--- src/rtl/axiline_ctrl_pkg.sv ---
// Shared types and constants for the axiline job sequencer and its output drain.
package axiline_ctrl_pkg;

  localparam int CNT_W = 8;

  localparam logic [1:0] WEA_X = 2'b01;
  localparam logic [1:0] WEA_W = 2'b10;

  typedef enum logic [2:0] {
    IDLE, LOAD_X, LOAD_W, START, RUN, COMMIT, DRAIN
  } seq_state_e;

  typedef enum logic [1:0] {
    D_IDLE, D_ADDR, D_LAT, D_HOLD
  } drain_state_e;

endpackage

--- src/rtl/axiline_out_drain.sv ---
// Output drain: walks the result BRAM, absorbs the one-cycle read latency and
// holds each 64-bit word on a valid/ready handshake until the host takes it.
//
// state  | meaning
// D_IDLE | waiting for start pulse, out_addr parked at 0
// D_ADDR | read address on the BRAM pins
// D_LAT  | BRAM read latency; data captured at the end of this cycle
// D_HOLD | out_valid high, word held until out_ready
module axiline_out_drain
  import axiline_ctrl_pkg::*;
#(
  parameter int OUT_WORDS = 4
) (
  input  logic             i_clk,
  input  logic             i_rst,
  input  logic             i_start,
  input  logic             i_out_ready,
  input  logic [63:0]      i_mem_rdata,
  output logic [CNT_W-1:0] o_out_addr,
  output logic             o_out_valid,
  output logic [63:0]      o_out_data,
  output logic             o_last_accept
);

  drain_state_e     r_state, w_nxt_state;
  logic [CNT_W-1:0] r_ocnt, w_nxt_ocnt;
  logic [CNT_W-1:0] r_addr, w_nxt_addr;
  logic [63:0]      r_data, w_nxt_data;
  logic             w_accept;

  assign w_accept      = (r_state == D_HOLD) && i_out_ready;
  assign o_last_accept = w_accept && (r_ocnt == CNT_W'(OUT_WORDS - 1));
  assign o_out_valid   = (r_state == D_HOLD);
  assign o_out_addr    = r_addr;
  assign o_out_data    = r_data;

  // Next-state: issue address, wait out read latency, hold word until accepted.
  always_comb begin
    w_nxt_state = r_state;
    w_nxt_ocnt  = r_ocnt;
    w_nxt_addr  = r_addr;
    w_nxt_data  = r_data;
    case (r_state)
      D_IDLE: begin
        if (i_start) begin
          w_nxt_state = D_ADDR;
          w_nxt_ocnt  = '0;
          w_nxt_addr  = '0;
        end
      end
      D_ADDR: w_nxt_state = D_LAT;
      D_LAT: begin
        w_nxt_data  = i_mem_rdata;
        w_nxt_state = D_HOLD;
      end
      D_HOLD: begin
        if (o_last_accept) begin
          // Park the address at 0 so the next COMMIT sees out_addr=0.
          w_nxt_state = D_IDLE;
          w_nxt_ocnt  = '0;
          w_nxt_addr  = '0;
        end else if (w_accept) begin
          w_nxt_state = D_ADDR;
          w_nxt_ocnt  = r_ocnt + CNT_W'(1);
          w_nxt_addr  = r_ocnt + CNT_W'(1);
        end
      end
      default: w_nxt_state = D_IDLE;
    endcase
  end

  // State and datapath registers with synchronous active-low reset.
  always_ff @(posedge i_clk) begin
    if (!i_rst) begin
      r_state <= D_IDLE;
      r_ocnt  <= '0;
      r_addr  <= '0;
      r_data  <= '0;
    end else begin
      r_state <= w_nxt_state;
      r_ocnt  <= w_nxt_ocnt;
      r_addr  <= w_nxt_addr;
      r_data  <= w_nxt_data;
    end
  end

endmodule

--- src/rtl/axiline_seq_ctrl.sv ---
// Job sequencer for the axiline accelerator wrapper: loads x then w BRAMs from
// the host stream, pulses start, times the compute window, commits and drains.
//
// state  | meaning
// IDLE   | waiting for go
// LOAD_X | accepting host words into the x BRAM
// LOAD_W | accepting host words into the w BRAM
// START  | one settle cycle, then one-cycle acc_start
// RUN    | counting the compute window
// COMMIT | one-cycle out_we with out_addr=0
// DRAIN  | result words handed to the host by axiline_out_drain
module axiline_seq_ctrl
  import axiline_ctrl_pkg::*;
#(
  parameter int X_WORDS    = 32,
  parameter int W_WORDS    = 32,
  parameter int RUN_CYCLES = 64,
  parameter int OUT_WORDS  = 4
) (
  input  logic             i_clk,
  input  logic             i_rst,
  input  logic             i_go,
  input  logic             i_in_valid,
  output logic             o_in_ready,
  input  logic [31:0]      i_in_data,
  output logic [CNT_W-1:0] o_mem_addr,
  output logic [31:0]      o_mem_wdata,
  output logic [1:0]       o_mem_wea,
  output logic             o_acc_start,
  output logic [CNT_W-1:0] o_out_addr,
  output logic             o_out_we,
  input  logic [63:0]      i_mem_rdata,
  output logic             o_out_valid,
  input  logic             i_out_ready,
  output logic [63:0]      o_out_data,
  output logic             o_busy,
  output logic             o_done
);

  seq_state_e       r_state, w_nxt_state;
  logic [CNT_W-1:0] r_cnt, w_nxt_cnt;
  logic [CNT_W-1:0] r_cyc, w_nxt_cyc;
  logic [CNT_W-1:0] r_mem_addr, w_nxt_mem_addr;
  logic [31:0]      r_mem_wdata, w_nxt_mem_wdata;
  logic [1:0]       r_mem_wea, w_nxt_mem_wea;
  logic             r_acc_start, w_nxt_acc_start;
  logic             r_out_we, w_nxt_out_we;
  logic             r_busy, w_nxt_busy;
  logic             r_done, w_nxt_done;
  logic             w_take;
  logic             w_drain_start;
  logic             w_last_accept;

  assign o_in_ready    = (r_state == LOAD_X) || (r_state == LOAD_W);
  assign w_take        = i_in_valid && o_in_ready;
  assign w_drain_start = (r_state == COMMIT);

  assign o_mem_addr  = r_mem_addr;
  assign o_mem_wdata = r_mem_wdata;
  assign o_mem_wea   = r_mem_wea;
  assign o_acc_start = r_acc_start;
  assign o_out_we    = r_out_we;
  assign o_busy      = r_busy;
  assign o_done      = r_done;

  axiline_out_drain #(.OUT_WORDS(OUT_WORDS)) u_drain (
    .i_clk         (i_clk),
    .i_rst         (i_rst),
    .i_start       (w_drain_start),
    .i_out_ready   (i_out_ready),
    .i_mem_rdata   (i_mem_rdata),
    .o_out_addr    (o_out_addr),
    .o_out_valid   (o_out_valid),
    .o_out_data    (o_out_data),
    .o_last_accept (w_last_accept)
  );

  // Next-state and next-output decode; pulses default low, bus values hold.
  always_comb begin
    w_nxt_state     = r_state;
    w_nxt_cnt       = r_cnt;
    w_nxt_cyc       = r_cyc;
    w_nxt_mem_addr  = r_mem_addr;
    w_nxt_mem_wdata = r_mem_wdata;
    w_nxt_mem_wea   = '0;
    w_nxt_acc_start = 1'b0;
    w_nxt_out_we    = 1'b0;
    w_nxt_done      = 1'b0;
    case (r_state)
      IDLE: begin
        if (i_go) begin
          w_nxt_state = LOAD_X;
          w_nxt_cnt   = '0;
        end
      end
      LOAD_X: begin
        if (w_take) begin
          w_nxt_mem_wea   = WEA_X;
          w_nxt_mem_addr  = r_cnt;
          w_nxt_mem_wdata = i_in_data;
          if (r_cnt == CNT_W'(X_WORDS - 1)) begin
            w_nxt_state = LOAD_W;
            w_nxt_cnt   = '0;
          end else begin
            w_nxt_cnt = r_cnt + CNT_W'(1);
          end
        end
      end
      LOAD_W: begin
        if (w_take) begin
          w_nxt_mem_wea   = WEA_W;
          w_nxt_mem_addr  = r_cnt;
          w_nxt_mem_wdata = i_in_data;
          if (r_cnt == CNT_W'(W_WORDS - 1)) begin
            w_nxt_state = START;
            w_nxt_cnt   = '0;
          end else begin
            w_nxt_cnt = r_cnt + CNT_W'(1);
          end
        end
      end
      START: begin
        // r_cnt doubles as the settle flag so the last w write lands first.
        if (r_cnt == '0) begin
          w_nxt_cnt = CNT_W'(1);
        end else begin
          w_nxt_acc_start = 1'b1;
          w_nxt_mem_addr  = '0;
          w_nxt_cnt       = '0;
          w_nxt_cyc       = '0;
          w_nxt_state     = RUN;
        end
      end
      RUN: begin
        if (r_cyc == CNT_W'(RUN_CYCLES - 1)) begin
          w_nxt_state  = COMMIT;
          w_nxt_out_we = 1'b1;
        end else begin
          w_nxt_cyc = r_cyc + CNT_W'(1);
        end
      end
      COMMIT: w_nxt_state = DRAIN;
      DRAIN: begin
        if (w_last_accept) begin
          w_nxt_state = IDLE;
          w_nxt_done  = 1'b1;
        end
      end
      default: w_nxt_state = IDLE;
    endcase
    w_nxt_busy = (w_nxt_state != IDLE);
  end

  // State and registered outputs with synchronous active-low reset.
  always_ff @(posedge i_clk) begin
    if (!i_rst) begin
      r_state     <= IDLE;
      r_cnt       <= '0;
      r_cyc       <= '0;
      r_mem_addr  <= '0;
      r_mem_wdata <= '0;
      r_mem_wea   <= '0;
      r_acc_start <= 1'b0;
      r_out_we    <= 1'b0;
      r_busy      <= 1'b0;
      r_done      <= 1'b0;
    end else begin
      r_state     <= w_nxt_state;
      r_cnt       <= w_nxt_cnt;
      r_cyc       <= w_nxt_cyc;
      r_mem_addr  <= w_nxt_mem_addr;
      r_mem_wdata <= w_nxt_mem_wdata;
      r_mem_wea   <= w_nxt_mem_wea;
      r_acc_start <= w_nxt_acc_start;
      r_out_we    <= w_nxt_out_we;
      r_busy      <= w_nxt_busy;
      r_done      <= w_nxt_done;
    end
  end

endmodule
--- config.mk ---
export PLATFORM = sky130hd
export DESIGN_NAME = axiline_seq_ctrl
export DESIGN_NICKNAME = d
export VERILOG_FILES = /design/src/rtl/axiline_ctrl_pkg.sv /design/src/rtl/axiline_out_drain.sv /design/src/rtl/axiline_seq_ctrl.sv
export SDC_FILE = /design/constraint.sdc
export NUM_CORES = 1
export LEC_CHECK = 0
export BUFFER_PORTS_ARGS = -buffer_cell sky130_fd_sc_hd__buf_4
export CAP_MARGIN = 20
export CORE_AREA = 2 2 156 82
export CTS_CLUSTER_SIZE = 24
export DETAILED_ROUTE_END_ITERATION = 7
export DIE_AREA = 0 0 158 84
export PLACE_DENSITY = 0.78
export SYNTH_ARGS = -nofsm -noshare
export SYNTH_HDL_FRONTEND = slang
export SYNTH_HIERARCHICAL = 1
export SYNTH_SLANG_ARGS = --single-unit
--- constraint.sdc ---
create_clock -name i_clk -period 2.3 [get_ports i_clk]
set_clock_uncertainty 0.05 [all_clocks]
set_input_delay 0.345 -clock i_clk [delete_from_list [all_inputs] [get_ports i_clk]]
set_output_delay 0.345 -clock i_clk [all_outputs]
set_load 0.02 [all_outputs]
======== Word-level counts from Yosys, hierarchy flattened ========
Cells that the tools add are included.
storage, ports and cells
  register bits ........................... 139
  input port bits ......................... 101
  word-level logic and storage cells ...... 89
operators by class
  $add $sub $neg .......................... 3
  eq/ne operators ......................... 18
  muxes and demuxes ....................... 33
  reductions and logical operators ........ 22
operator list
  cell                   number
  $mux W8                9
  $pmux W8 S2            3
  $add A8 B1 Y8 const B  3
  $mux W3                8
  $pmux W8 S3            1
  $pmux W3 S7            1
  $reduce_and A3 Y1      4
  $reduce_and A2 Y1      5
  $eq A3 B3 Y1 const B   3
  $eq A8 B2 Y1 const B   1
  $eq A8 B5 Y1 const B   1
  $eq A8 B6 Y1 const B   1
  $logic_not A8 Y1       1
  $mux W2                4
  $pmux W2 S4            1
  $eq A3 B2 Y1 const B   2
  $ne A2 B2 Y1 const B   3
  $reduce_bool A2 Y1     3
  $reduce_bool A3 Y1     2
  $mux W1                5
  $eq A2 B2 Y1 const B   2
  $ne A2 B1 Y1 const B   2
  $pmux W2 S2            1
  $eq A3 B1 Y1 const B   1
  other kinds (7)        9

======== Logic depth before layout (Yosys ltp) ========
  depth in word-level cells ............... 6
  gate-level depth with buffers ........... 7
  depth with buffers taken out ............ 7

======== Cells and area by module ========
The synthesis kept the hierarchy.
modules (own cells, without submodules)
  module             times used  cells each  area an instance (um2)  sequential area each (um2)
  axiline_out_drain  1           272         2966.6                  1481.4
  axiline_seq_ctrl   1           317         2618.8                  1301.2

======== Worst setup path after synthesis ========
OpenSTA, ideal clock, no wires.
  kind .................................... register -> register
  start ................................... register r_state[2] (netlist name)
  end ..................................... register u_drain.r_addr[7], in the netlist u_drain/o_out_addr[7]
  arrival time ............................ 1.837 ns
  data required time ...................... 2.184 ns
  setup slack ............................. 0.347 ns
  stages on the path, launching flop included .. 8
  buffers on the path ..................... 1
  period minus slack after synthesis ...... 1.953 ns
  cell sequence ........................... dfxtp_1 clkbuf_1 inv_1 nor2_1 mux2_4 nand2_4 or4_4 a21oi_2
RTL lines
  what                    line                     source
  end signal: assignment  axiline_out_drain.sv:82  r_addr <= w_nxt_addr;
  end: declaration        axiline_out_drain.sv:27  logic [CNT_W-1:0] r_addr, w_nxt_addr;

==> flow_summary.toml <==
[yosys]
synthTopCellsByArea = "dfxtp_1, mux2i_1, nor2b_1"
async_flop_share_pct = 0
ys_types = 49
synth_adder_area_share_pct = 1.57
synth_nets = 697
ys_seq_elements = 139
synth_top_area_share_pct = 49.8
synthMuxAreaShare_pct = 12.1
synth_flop_cell = "dfxtp_1"
yosys.area.top_type = "dfxtp_1"
synth-xor-area-share_pct = 2.51
syn_area_mm2 = 0.00559
synth_top_family_by_area = "simple AND/OR/NAND/NOR gates"
ys_top_cells_by_count = "dfxtp_1, nand2_1, nor2b_1"
synthSimpleGateAreaFrac_pct = 21.6
synth_warnings = 6
ys_seq_area_share_pct = 49.8
synth_area_per_cell_um2 = 9.48
synth_compound_gate_area_share_pct = 9.30
synth_edf_count = 0
synth.most_common_cell = "dfxtp_1"
syn_inst = 589

[clocking]
tritoncts = "built"
cts_num_sinks = 139
clk_pin_slew_ns = 0.06
h-tree-depth = 4
cts_hold_buf = 0
cts_buffers = 17
cts_setup_buffers = 0
clk_path_buf_depth = 2
clock_latency_ns = 0.40
cts_root_buffer = "clkbuf_16"

[setup_path]
cp-start-kind = "register"
critPathSlowestCell = "dfxtp_2"
critical_path_arrival_ns = 1.72
rr_endpoint = "r_cyc[7]$_SDFFE_PN0P_"
path_class = "reg -> out"
startpoint = "r_state[0]$_SDFF_PN0_"
crit_path_max_fanout = 15
reg2reg_from = "r_cnt[0]$_SDFFE_PN0P_"
reg2reg_depth = 7
crit_chain = "nand2b_1 > buf_4 > a21oi_1 > buf_4"
r2r_setup_slack_ns = 0.24
slowest_delay_ns = 0.49
cp-end-kind = "output port"
endpoint = "o_in_ready"
crit_top_cell = "buf_4"
required_ns = 1.90

[power]
power_switching_mw = 1.53
p_int_mw = 4.68
ir_drop_mv = 0.543
comb_power_share_pct = 12.3
clockPowerShare_pct = 46.5
pwr_density_cell_mw_per_mm2 = 769
p_leak_nw = 3.24
p_total_mw = 6.21
p_seq_share_pct = 41.2
switching_share_pct = 24.6

[route]
drc = 0
first_iter_violations = 333
routed_wl_um = 15600
vias = 4953
ant_nets = 0
routedWlPerCell_um = 15.7
firstDrtPassIters = 5
avgViaCountPerCell = 4.99

[sta]
period_share_pct = 91.7
clock.fmax_ghz = 0.474
hold_ws_ns = 0.135
setup_tns_ns = 0
finalHoldViolations = 0
relSlewSlack_pct = 58.7
setup_viol = 0
rsz0062_at_grt = "false"
worstMarginPinSlew_ns = 0.619
report.final.slew_viol_count = 0
layout_min_cycle_time_ns = 2.11
fin_ws_ns = 0.190

[cells_and_area]
fin_util_pct = 66.7
register_area_mm2 = 0.00279
area_growth_pct = 44.6
n_antenna_cell = 0
stdcell_area_mm2 = 0.00808
multi_input_area_mm2 = 0.00265
nFillCells = 969
drive_above_1_share_pct = 34.1
finalNetCount = 917
final_cells = 992

[placed_design]
dp_slack_ns = 0.276
portBuffers = 220
gp_congestion = 0.916
place_inst = 960
post_dp_cell_area_mm2 = 0.00745
dp_hpwl_um = 11200

[global_route]
track_usage_pct = 23.0
grt_pass1_wl_um = 24200
grt_pass1_vias = 4623
grt_max_degree = 77
grt_overflow = 0
antenna_found_initial = 0

[floorplan]
ios = 221
row_count = 29
die_x_um = 158
die-area_mm2 = 0.0133
initial_core_util_pct = 46.1
die_h_um = 84
fp.coreArea_mm2 = 0.0121

[flow_run]
max_cap_viol_count = 0

[outcome]
status = "complete, no violations"

[hold_path]
min_path_type = "in -> reg"
state kept, by name, indices dropped and copies added, names as in the netlist:
register            flops
o_done                  1
u_drain/r_state         2
o_busy                  1
o_acc_start             1
u_drain/o_out_data     64
o_mem_addr              8
r_state                 3
r_cyc                   8
u_drain/o_out_addr      8
o_mem_wdata            32
o_mem_wea               2
o_out_we                1
r_cnt                   8
layout by cell type, fill, tap and decap left out, types with 4 or more instances in the layout:
| master | count |
|---|---|
| nand2_1 | 81 |
| o21ai_0 | 11 |
| nor4_1 | 4 |
| nand4_1 | 10 |
| nor3_1 | 4 |
| a22oi_1 | 9 |
| bufinv_16 | 4 |
| nand2b_1 | 4 |
| nand3_1 | 6 |
| dfxtp_1 | 137 |
| xor2_1 | 14 |
| o211ai_1 | 4 |
| mux2i_1 | 65 |
| a21oi_1 | 40 |
| inv_1 | 11 |
| and2_1 | 4 |
| ha_1 | 6 |
| nor2_1 | 35 |
| clkbuf_16 | 17 |
| and3_1 | 5 |
| clkinvlp_4 | 5 |
| buf_4 | 232 |
| nor2b_1 | 68 |
routing by layer:
layer  up-vias  wire [um]  GRT usage [%]
li1       2440          -              -
met5         -          0              0
met4         0        125           5.24
met1      2291       7070           31.1
met3        16       1310           7.22
met2       206       7090           36.0
logic make-up after synthesis:
| kind of cell | after synthesis |
|---|---|
| AO/OA/AOI/OAI | 82 |
| XOR/XNOR | 16 |
| adder cells (fa/ha/maj) | 7 |
| buffers and inverters | 44 |
| flip-flops | 139 |
| multiplexers | 67 |
| AND/OR/NAND/NOR | 234 |
how the worst min path moves through the flow:
stage / from / endpoint / slack (ns) / cells after the start
6_report: i_in_data[20] / o_mem_wdata[20]$_SDFFE_PN0P_ / 0.13 / 3
2_1_floorplan: r_cyc[1]$_SDFFE_PN0P_ / r_cyc[1]$_SDFFE_PN0P_ / 0.39 / 2
3_5_place_dp: o_mem_wdata[6]$_SDFFE_PN0P_ / o_mem_wdata[6]$_SDFFE_PN0P_ / 0.40 / 2
5_1_grt: i_in_data[21] / o_mem_wdata[21]$_SDFFE_PN0P_ / 0.12 / 3
3_3_place_gp: o_mem_wdata[31]$_SDFFE_PN0P_ / o_mem_wdata[31]$_SDFFE_PN0P_ / 0.39 / 2
4_1_cts: i_in_data[20] / o_mem_wdata[20]$_SDFFE_PN0P_ / 0.12 / 3
worst max-delay path, delay by kind of cell, from the launching register on:
kind                   cells  cell delay, ns
buffers and inverters      2            0.40
DFF                        1            0.49
AOI/OAI and AO/OA          1            0.29
and+or+nand+nor            1            0.14
power groups by stage:
stage | Sequential (mW) | Combinational, mW | Clock [mW]
2_1_floorplan | 2.69 | 0.323 | 0
3_3_place_gp | 2.60 | 0.740 | 0
3_5_place_dp | 2.61 | 0.764 | 0
4_1_cts | 2.56 | 0.768 | 2.94
5_1_grt | 2.57 | 0.828 | 3.04
6_report | 2.56 | 0.767 | 2.89
final cells by class:
cell class              instances  area share, %
flip-flops and latches        139           34.5
inverters                      12          0.558
clock inverters                13           2.39
well taps                     170           2.63
multi-input cells             406           32.8
repair buffers                233           21.8
clock buffers                  19           5.36
what timing repair did:
action / CTS / global route
endpoints found under the hold margin: 0 / 0
resized for setup: 0 / 2
endpoints found under the setup margin: 0 / 1
Note: power is estimated with default switching activity, not from simulation.
